--- config.mk ---
export PLATFORM = sky130hd
export DESIGN_NAME = reduce_pipe
export DESIGN_NICKNAME = d
export VERILOG_FILES = /design/src/rtl/reduce_pkg.sv /design/src/rtl/reduce_lane.sv /design/src/rtl/reduce_pipe.sv
export SDC_FILE = /design/constraint.sdc
export NUM_CORES = 1
export LEC_CHECK = 0
export CAP_MARGIN = 20
export CELL_PAD_IN_SITES_DETAIL_PLACEMENT = 1
export CELL_PAD_IN_SITES_GLOBAL_PLACEMENT = 2
export CORE_ASPECT_RATIO = 1.5
export CORE_MARGIN = 2
export CORE_UTILIZATION = 35
export CTS_CLUSTER_DIAMETER = 60
export DETAILED_ROUTE_END_ITERATION = 12
export PLACE_DENSITY_LB_ADDON = 0.2
export RECOVER_POWER = 25
export SYNTH_ARGS = -nofsm -noshare
export SYNTH_HDL_FRONTEND = slang
export SYNTH_SLANG_ARGS = --single-unit
export TNS_END_PERCENT = 10
--- constraint.sdc ---
create_clock -name clk -period 3 [get_ports clk]
set_clock_uncertainty 0.2 [all_clocks]
set_input_delay 0.45 -clock clk [delete_from_list [all_inputs] [get_ports clk]]
set_output_delay 0.45 -clock clk [all_outputs]
set_load 0.1 [all_outputs]
--- src/rtl/reduce_pkg.sv ---
// Shared types and helpers for the reduce_pipe bit-reduction unit.
package reduce_pkg;

  typedef enum logic [1:0] {
    OP_AND = 2'd0,
    OP_OR  = 2'd1,
    OP_XOR = 2'd2,
    OP_EQ  = 2'd3
  } op_e;

  typedef enum logic [1:0] {
    ST_IDLE = 2'd0,
    ST_BUSY = 2'd1,
    ST_DONE = 2'd2
  } state_e;

  typedef enum logic [1:0] {
    ACC_AND = 2'd0,
    ACC_OR  = 2'd1,
    ACC_XOR = 2'd2
  } acc_e;

  // Value that leaves an accumulator of the given kind unchanged when folded in.
  function automatic logic acc_identity(input acc_e kind);
    logic id_v;
    case (kind)
      ACC_AND: id_v = 1'b1;
      ACC_OR:  id_v = 1'b0;
      ACC_XOR: id_v = 1'b0;
      default: id_v = 1'b0;
    endcase
    return id_v;
  endfunction

endpackage

--- src/rtl/reduce_lane.sv ---
// One reduction lane: folds CHUNK bits per beat into AND/OR/XOR accumulators
// and presents the operator-selected, optionally inverted result of the fold.
module reduce_lane
  import reduce_pkg::*;
#(
  parameter int WIDTH  = 11,
  parameter int CHUNK  = 4,
  parameter int NBEATS = 3,
  parameter int BEAT_W = 3
) (
  input  logic              clk,
  input  logic              rst_n,
  input  logic              load,
  input  logic              fold,
  input  logic [BEAT_W-1:0] beat,
  input  logic [WIDTH-1:0]  data,
  input  op_e               op,
  input  logic              inv,
  output logic              result
);

  localparam int PADW = NBEATS * CHUNK - WIDTH;

  logic [NBEATS*CHUNK-1:0] and_word_s;
  logic [NBEATS*CHUNK-1:0] or_word_s;
  logic [CHUNK-1:0]        and_chunk_s;
  logic [CHUNK-1:0]        or_chunk_s;
  logic                    and_acc_r;
  logic                    or_acc_r;
  logic                    xor_acc_r;
  logic                    and_next_s;
  logic                    or_next_s;
  logic                    xor_next_s;
  logic                    sel_s;

  // Bits past WIDTH-1 in the last chunk carry the identity so they never matter.
  generate
    if (PADW > 32'sd0) begin : g_pad
      assign and_word_s = {{PADW{acc_identity(ACC_AND)}}, data};
      assign or_word_s  = {{PADW{acc_identity(ACC_OR)}}, data};
    end else begin : g_nopad
      assign and_word_s = data;
      assign or_word_s  = data;
    end
  endgenerate

  // Chunk extraction, fold and result selection for the current beat.
  always_comb begin
    and_chunk_s = CHUNK'(and_word_s >> (beat * CHUNK));
    or_chunk_s  = CHUNK'(or_word_s >> (beat * CHUNK));
    and_next_s  = and_acc_r & (&and_chunk_s);
    or_next_s   = or_acc_r | (|or_chunk_s);
    xor_next_s  = xor_acc_r ^ (^or_chunk_s);
    sel_s       = and_next_s;
    case (op)
      OP_AND:  sel_s = and_next_s;
      OP_OR:   sel_s = or_next_s;
      OP_XOR:  sel_s = xor_next_s;
      OP_EQ:   sel_s = and_next_s | ~or_next_s;
      default: sel_s = and_next_s;
    endcase
    result = sel_s ^ inv;
  end

  // Accumulator registers: identity on accept, fold while busy.
  always_ff @(posedge clk or negedge rst_n) begin
    if (!rst_n) begin
      and_acc_r <= 1'b0;
      or_acc_r  <= 1'b0;
      xor_acc_r <= 1'b0;
    end else if (load) begin
      and_acc_r <= acc_identity(ACC_AND);
      or_acc_r  <= acc_identity(ACC_OR);
      xor_acc_r <= acc_identity(ACC_XOR);
    end else if (fold) begin
      and_acc_r <= and_next_s;
      or_acc_r  <= or_next_s;
      xor_acc_r <= xor_next_s;
    end else begin
      and_acc_r <= and_acc_r;
      or_acc_r  <= or_acc_r;
      xor_acc_r <= xor_acc_r;
    end
  end

endmodule

--- src/rtl/reduce_pipe.sv ---
// Multi-channel handshaked bit reducer: owns the IDLE/BUSY/DONE FSM, beat
// counter, operand latches and the registered result port.
module reduce_pipe
  import reduce_pkg::*;
#(
  parameter int WIDTH    = 11,
  parameter int CHANNELS = 2,
  parameter int CHUNK    = 4
) (
  input  logic                      clk,
  input  logic                      rst_n,
  input  logic                      in_valid,
  output logic                      in_ready,
  input  logic [1:0]                in_op,
  input  logic                      in_inv,
  input  logic [CHANNELS*WIDTH-1:0] in_data,
  output logic                      out_valid,
  input  logic                      out_ready,
  output logic [CHANNELS-1:0]       out_data
);

  localparam int NBEATS = (WIDTH + CHUNK - 1) / CHUNK;
  localparam int BEAT_W = $clog2(NBEATS) + 1;

  state_e                    state_r;
  state_e                    state_nx_s;
  logic [BEAT_W-1:0]         beat_r;
  op_e                       op_r;
  logic                      inv_r;
  logic [CHANNELS*WIDTH-1:0] data_r;
  logic                      out_valid_r;
  logic [CHANNELS-1:0]       out_data_r;
  logic [CHANNELS-1:0]       lane_res_s;
  logic                      accept_s;
  logic                      fold_s;
  logic                      last_s;

  // Ready in DONE only when the pending result is being taken this same edge.
  assign in_ready  = (state_r == ST_IDLE) | ((state_r == ST_DONE) & out_ready);
  assign accept_s  = in_valid & in_ready;
  assign fold_s    = (state_r == ST_BUSY);
  assign last_s    = (beat_r == BEAT_W'(NBEATS - 1));
  assign out_valid = out_valid_r;
  assign out_data  = out_data_r;

  // Next-state logic.
  always_comb begin
    state_nx_s = state_r;
    case (state_r)
      ST_IDLE: begin
        if (accept_s) state_nx_s = ST_BUSY;
        else          state_nx_s = ST_IDLE;
      end
      ST_BUSY: begin
        if (last_s) state_nx_s = ST_DONE;
        else        state_nx_s = ST_BUSY;
      end
      ST_DONE: begin
        if (out_ready) begin
          if (in_valid) state_nx_s = ST_BUSY;
          else          state_nx_s = ST_IDLE;
        end else begin
          state_nx_s = ST_DONE;
        end
      end
      default: state_nx_s = ST_IDLE;
    endcase
  end

  // FSM state register.
  always_ff @(posedge clk or negedge rst_n) begin
    if (!rst_n) state_r <= ST_IDLE;
    else        state_r <= state_nx_s;
  end

  // Operand latches and beat counter; the counter parks at NBEATS in DONE.
  always_ff @(posedge clk or negedge rst_n) begin
    if (!rst_n) begin
      op_r   <= OP_AND;
      inv_r  <= 1'b0;
      data_r <= {(CHANNELS*WIDTH){1'b0}};
      beat_r <= {BEAT_W{1'b0}};
    end else if (accept_s) begin
      op_r   <= op_e'(in_op);
      inv_r  <= in_inv;
      data_r <= in_data;
      beat_r <= {BEAT_W{1'b0}};
    end else if (fold_s) begin
      op_r   <= op_r;
      inv_r  <= inv_r;
      data_r <= data_r;
      beat_r <= beat_r + BEAT_W'(1'b1);
    end else begin
      op_r   <= op_r;
      inv_r  <= inv_r;
      data_r <= data_r;
      beat_r <= beat_r;
    end
  end

  // Result port: captured on the final fold, held until consumed.
  always_ff @(posedge clk or negedge rst_n) begin
    if (!rst_n) begin
      out_valid_r <= 1'b0;
      out_data_r  <= {CHANNELS{1'b0}};
    end else if (fold_s && last_s) begin
      out_valid_r <= 1'b1;
      out_data_r  <= lane_res_s;
    end else if ((state_r == ST_DONE) && out_ready) begin
      out_valid_r <= 1'b0;
      out_data_r  <= out_data_r;
    end else begin
      out_valid_r <= out_valid_r;
      out_data_r  <= out_data_r;
    end
  end

  generate
    for (genvar i = 0; i < CHANNELS; i++) begin : g_lane
      reduce_lane #(
        .WIDTH (WIDTH),
        .CHUNK (CHUNK),
        .NBEATS(NBEATS),
        .BEAT_W(BEAT_W)
      ) u_lane (
        .clk   (clk),
        .rst_n (rst_n),
        .load  (accept_s),
        .fold  (fold_s),
        .beat  (beat_r),
        .data  (data_r[i*WIDTH +: WIDTH]),
        .op    (op_r),
        .inv   (inv_r),
        .result(lane_res_s[i])
      );
    end
  endgenerate

endmodule
# Word-level counts from Yosys, hierarchy flattened
# Cells that the tools add are included.
# word_totals
regBits	39
# op_classes
n_addsub	1
eq_ne	6
shift	4
mux	23
bitwise_logic	15
reduce_logical	12
# ops
operator	count
12-bit by 5-bit right shift with 4-bit output	2
11-bit by 5-bit right shift with 4-bit output	2
1-bit 2-to-1 mux	16
1-bit case mux with 4 select lines	2
4-bit AND reduction	2
4-bit OR reduction	2
4-bit XOR reduction	2
2-bit == test, second input constant	3
3-bit 2-to-1 mux	2
2-bit case mux with 3 select lines	1
1-bit bitwise OR	5
1-bit bitwise AND	4
2-bit by 1-bit == test with 1-bit output, second input constant	2
2-bit logical NOT	2
2-bit 2-to-1 mux	2
2-bit nonzero test	2
1-bit bitwise XOR	4
3-bit by 1-bit adder with 3-bit output, second input constant	1
3-bit by 2-bit == test with 1-bit output, second input constant	1
1-bit logical AND	2
1-bit inverter	2

# Depth between registers and ports, before layout
# logic_depth
ltp_word	7
depth_mapped	12
depth_no_buf	11

# Hierarchy
# From an unflattened synthesis, not the netlist that was laid out.
# hier_totals
hier_cells	196
area_unflattened_um2	2367.3
# by_module_without_submodules
module	instances	cells_each	area_each_um2	seq_area_each_um2
reduce_pipe	1	92	1453.9	825.8
reduce_lane	2	52	456.7	75.1

# Worst setup path after synthesis
# OpenSTA, ideal clock, no wires.
# synth_timing
path_type	input port to flip-flop
startpoint	input port out_ready
endpoint	register data_r[10]
setup_ns	0.125
t_arrival_ns	2.904
required_ns	2.675
path_slack_ns	-0.229
path_stages	6
n_path_buf	2
cell_sequence	inv_1 > a21oi_1 > and2_1 > buf_2 > buf_4 > mux2_2
# synth_between
elab_chain_len	3
# synth_rtl
item	line	source
from (decl)	reduce_pipe.sv:18	input logic out_ready,
1-bit bitwise AND	reduce_pipe.sv:39	assign in_ready = (state_r == ST_IDLE) | ((state_r == ST_DONE) & out_ready);
1-bit bitwise OR	reduce_pipe.sv:39	
named net in_ready	reduce_pipe.sv:13	output logic in_ready,
1-bit bitwise AND	reduce_pipe.sv:40	assign accept_s = in_valid & in_ready;
to (signal assigned)	reduce_pipe.sv:81	data_r <= {(CHANNELS*WIDTH){1'b0}};
to (signal assigned)	reduce_pipe.sv:86	data_r <= in_data;
to (signal assigned)	reduce_pipe.sv:91	data_r <= data_r;
to (decl)	reduce_pipe.sv:30	logic [CHANNELS*WIDTH-1:0] data_r;
# The timed path passes the listed nets, and every way through them passes these cells.
# A chain may end at the register's enable or synchronous reset.

# Worst setup path in the final report
# layout_timing
startpoint	register beat_r[1]
endpoint	register out_data_r[0] (netlist: out_data[0])
# layout_between
elab_chain_len	7
word_cells_on_any_way	14
classes_between	eq/ne (1); shift (2); mux (1); bitwise (6); reduce/logical (4)
# layout_rtl
item	line	source
from (decl)	reduce_pipe.sv:27	logic [BEAT_W-1:0] beat_r;
from (signal assigned)	reduce_pipe.sv:82	beat_r <= {BEAT_W{1'b0}};
from (signal assigned)	reduce_pipe.sv:87	beat_r <= {BEAT_W{1'b0}};
from (signal assigned)	reduce_pipe.sv:92	beat_r <= beat_r + BEAT_W'(1'b1);
11-bit by 5-bit right shift with 4-bit output	reduce_lane.sv:50	or_chunk_s = CHUNK'(or_word_s >> (beat * CHUNK));
4-bit OR reduction	reduce_lane.sv:52	or_next_s = or_acc_r | (|or_chunk_s);
1-bit bitwise OR	reduce_lane.sv:52	
1-bit inverter	reduce_lane.sv:59	OP_EQ: sel_s = and_next_s | ~or_next_s;
1-bit bitwise OR	reduce_lane.sv:59	
1-bit case mux with 4 select lines	reduce_lane.sv:55	case (op)
1-bit bitwise XOR	reduce_lane.sv:62	result = sel_s ^ inv;
to (signal assigned)	reduce_pipe.sv:105	out_data_r <= {CHANNELS{1'b0}};
to (signal assigned)	reduce_pipe.sv:108	out_data_r <= lane_res_s;
to (signal assigned)	reduce_pipe.sv:111	out_data_r <= out_data_r;
to (decl)	reduce_pipe.sv:32	logic [CHANNELS-1:0] out_data_r;
# Parallel ways exist; a longest one is shown, timed or not.

==> results.md <==
- Final Cell Area: 2600 um2
- Sw Share: about two fifths
- Die area: 6640 um2
- DP HPWL: 3.26 mm
- Worst Slack Setup Final: 0.408 ns
- Ant. Diodes: 0
- Metal3 WL: 171 um
- Slew headroom: -38.1%
- Largest net degree at the start of global routing: 40
- DP Area: 2490 um2
- Crit Path Max Fanout: 18
- Clk_lat worst skew: 0.29 ns
- Hold depth: 1
- Post-synth EDFFs: 0
- CP Depth: 9
- Post-synthesis cell type count: 33
- Synth top area share: 46.5%
- Congestion Overflow GR: 0
- CP max stage delay: just under 0.6 ns
- Nets: 258
- Fin crit share: 86.4%
- Die width: 67.2 um
- Period minus WS final: 2.59 ns
- Total track usage: 15.0%
- Top routing layer in use: met4
- Metal2 WL: 2.44 mm
- Worst reg-to-reg path cell count: 9
- Psw: 1340 uW
- Routability cong.: 0.829
- RSZ-0062 raised after global routing: no
- Critical path type: register to register
- Slowest cell on crit path: dfrtp_2
- Post-CTS Setup Bufs: 0
- 1st-pass router iterations: 4
- Yosys warning count: 0
- Routed WL per cell: about 15 um
- Cell internal pwr: 1860 uW
- Clock power share: 13.8%
- Initial Util: between 30% and 40%
- Post-synthesis register bit count: 39
- Via count: approximately 1,500
- 1st-iter DRT viols: 19
- Worst vdd ir: 0.430 mV
- Pre-CTS WS: 0.136 ns
- Primary FF master, synth: dfrtp_1
- Initial antenna violation count: 0
- Worst-path clk slew: 0.08 ns
- Die height: 98.8 um
- Cell area after synthesis: 2100 um2
- Total wire length: around 4.3 mm
- Remaining antenna violation count after routing: 0
- Vias in the first global route: 1,610
- # rows: 34
- Area leader, netlist: dfrtp_1
- Data arrival, critical path: between 2 and 3 ns
- Max-slew violations: 40
- Failing checks: capacitance limit, slew limit
- Max Cap Viol: 1
- Clock root buffer: clkbuf_8
- Endpoint class of the critical path: register
- Clock buffer depth: 2
- Setup TNS: 0 ns
- Reg power frac: 31.4%
- Global-route wire length before repair: 7.47 mm
- Slew @ Worst Pin: roughly 2.1 ns
- Setup Viol. Count Final: 0
- Vias per cell: 5.09
- CTS Sinks: 39
- CP required: 3.03 ns
- P&R area growth vs syn: 24.0%
- Final Util: 44.9%
- CP cell instances: mux2i_1 > o21ai_0 > nand2b_1 > ha_1 > xnor2_1 > xnor2_1 > o221ai_1 > mux2_2 > nand2_1
- H-tree levels: 2
- Lkg Pwr: 0.00107 uW
- CTS Buf Count: 5
- Outcome: finished, violations left
- CTS tree: done
- Delay-heaviest family, CP: flip-flops
- PortBufs: 32
- Async SR Flop Fraction: 100%
- Sequential-to-total area share from yosys stat: 46.5%
- Core area: around 5800 um2
- Hold slack final: 0.285 ns
- Worst path most repeated cell: xnor2_1
- Comb power frac: 54.8%
- WL met1: 1.61 mm
- Ports: 33
- Share of layout cells above drive strength 1: 18.0%
- Fmax: 0.386 GHz
- Syn_area_per_cell: approximately 11 um2
- Syn Inst Count: about 190
- Pwr/cell area: 1230 nW/um2
- Fillers: 656
- Setup crit start kind: register
- Synth Net Count: ~230
- Final hold viol count: 0
- Synth top area cells: dfrtp_1, mux2_2, ha_1
- WP buf/inv: 0
- Post-route DRC violation count: 0
- Worst Hold Class: register to register
## synth_stat cells (4+ instances only)
cell type  instances
nor2_1            18
dfrtp_1           39
a21oi_1           10
nand2b_1          12
ha_1               8
nand3b_1           4
nand2_1            9
o21ai_0            7
mux2i_1            8
mux2_2            21
xnor2_1            8
nor2b_1            4
mux2_1             6
## worst reg2reg max path, delay by kind of cell (launching register included)
kind | cells | cell delay, ns
AO/OA/AOI/OAI | 2 | 0.45
XOR/XNOR | 2 | 0.39
flip-flops | 1 | 0.58
multiplexers | 2 | 0.43
AND/OR/NAND/NOR | 2 | 0.16
adder cells (fa/ha/maj) | 1 | 0.31
## path summary, 6_finish.rpt
kind | start | endpoint | slack [ns]
setup reg to reg | beat_r[1] | out_data[0] | 0.41
setup / recovery | beat_r[1] | out_data[0] | 0.41
min in group asynchronous | rst_n | out_data[1] | 0.55
hold reg to reg | g_lane[0].u_lane.and_acc_r | g_lane[0].u_lane.and_acc_r | 0.28
max in group asynchronous | rst_n | beat_r[1] | 0.72
hold / removal | g_lane[0].u_lane.and_acc_r | g_lane[0].u_lane.and_acc_r | 0.28
## layout make-up
type                       count  area (um2)  area share, %
clock buffer                   5        68.8           2.65
multi-input combinational    137        1060           40.7
inverter                       3        11.3          0.433
tap                           72        90.1           3.46
timing repair buffer          35         352           13.5
clock inverter                 3        43.8           1.68
sequential                    39         977           37.6
## state kept, by name, indices dropped and copies added, names as in the netlist
| name | cells |
|---|---|
| inv_r | 1 |
| out_data | 2 |
| data_r | 22 |
| g_lane.u_lane.and_acc_r | 2 |
| state_r | 2 |
| g_lane.u_lane.or_acc_r | 2 |
| out_valid | 1 |
| beat_r | 3 |
| op_r | 2 |
| g_lane.u_lane.xor_acc_r | 2 |
## kinds of logic (layout without fill, tap and decap cells)
logic type	Yosys count	after routing	synth area share (%)
AO/OA/AOI/OAI	28	28	8.95
XOR/XNOR	8	8	3.34
adder cells (fa/ha/maj)	8	8	4.77
buffers and inverters	12	46	3.22
flip-flops	39	39	46.5
multiplexers	35	35	18.3
AND/OR/NAND/NOR	58	58	14.9
## metal layers
layer / vias to the layer above / track usage, %
met3: 7 / 3.42
met1: 741 / 16.3
met4: 0 / 6.59
li1: 719 / -
met5: - / 0
met2: 29 / 26.8
## what timing repair did
| item | CTS | global route |
|---|---|---|
| hold buffers | 0 | 0 |
| endpoints found under the setup margin | 0 | 2 |
| gates resized for setup | 0 | 1 |
| endpoints found under the hold margin | 0 | 0 |
## power by group through the flow
stage | sequential (uW) | clock [uW] | combinational (uW)
2_1_floorplan | 1070 | 0 | 1320
3_3_place_gp | 1010 | 0 | 1730
3_5_place_dp | 1020 | 0 | 1780
4_1_cts | 1010 | 463 | 1790
5_1_grt | 1050 | 487 | 1960
6_report | 1000 | 441 | 1750
## metrics by stage
stage	power, uW	std cells
after global placement	2740	286
after detailed placement	2810	286
after global routing	3500	294
after floorplan	2390	188
after CTS	3270	294
final	3200	294
## cell usage in the layout (no fill, tap or decap), types with 3 or more instances in the layout
cell type,count
dfrtp_1,38
clkdlybuf4s50_1,27
mux2_2,21
nor2_1,18
nand2b_1,12
nand2_1,9
a21oi_1,9
mux2i_1,8
xnor2_1,8
ha_1,8
o21ai_0,7
mux2_1,6
clkbuf_8,5
buf_4,5
nor2b_1,4
nand3b_1,4
inv_1,3
and2_1,3
No activity file was read; power rests on OpenSTA's default activity.
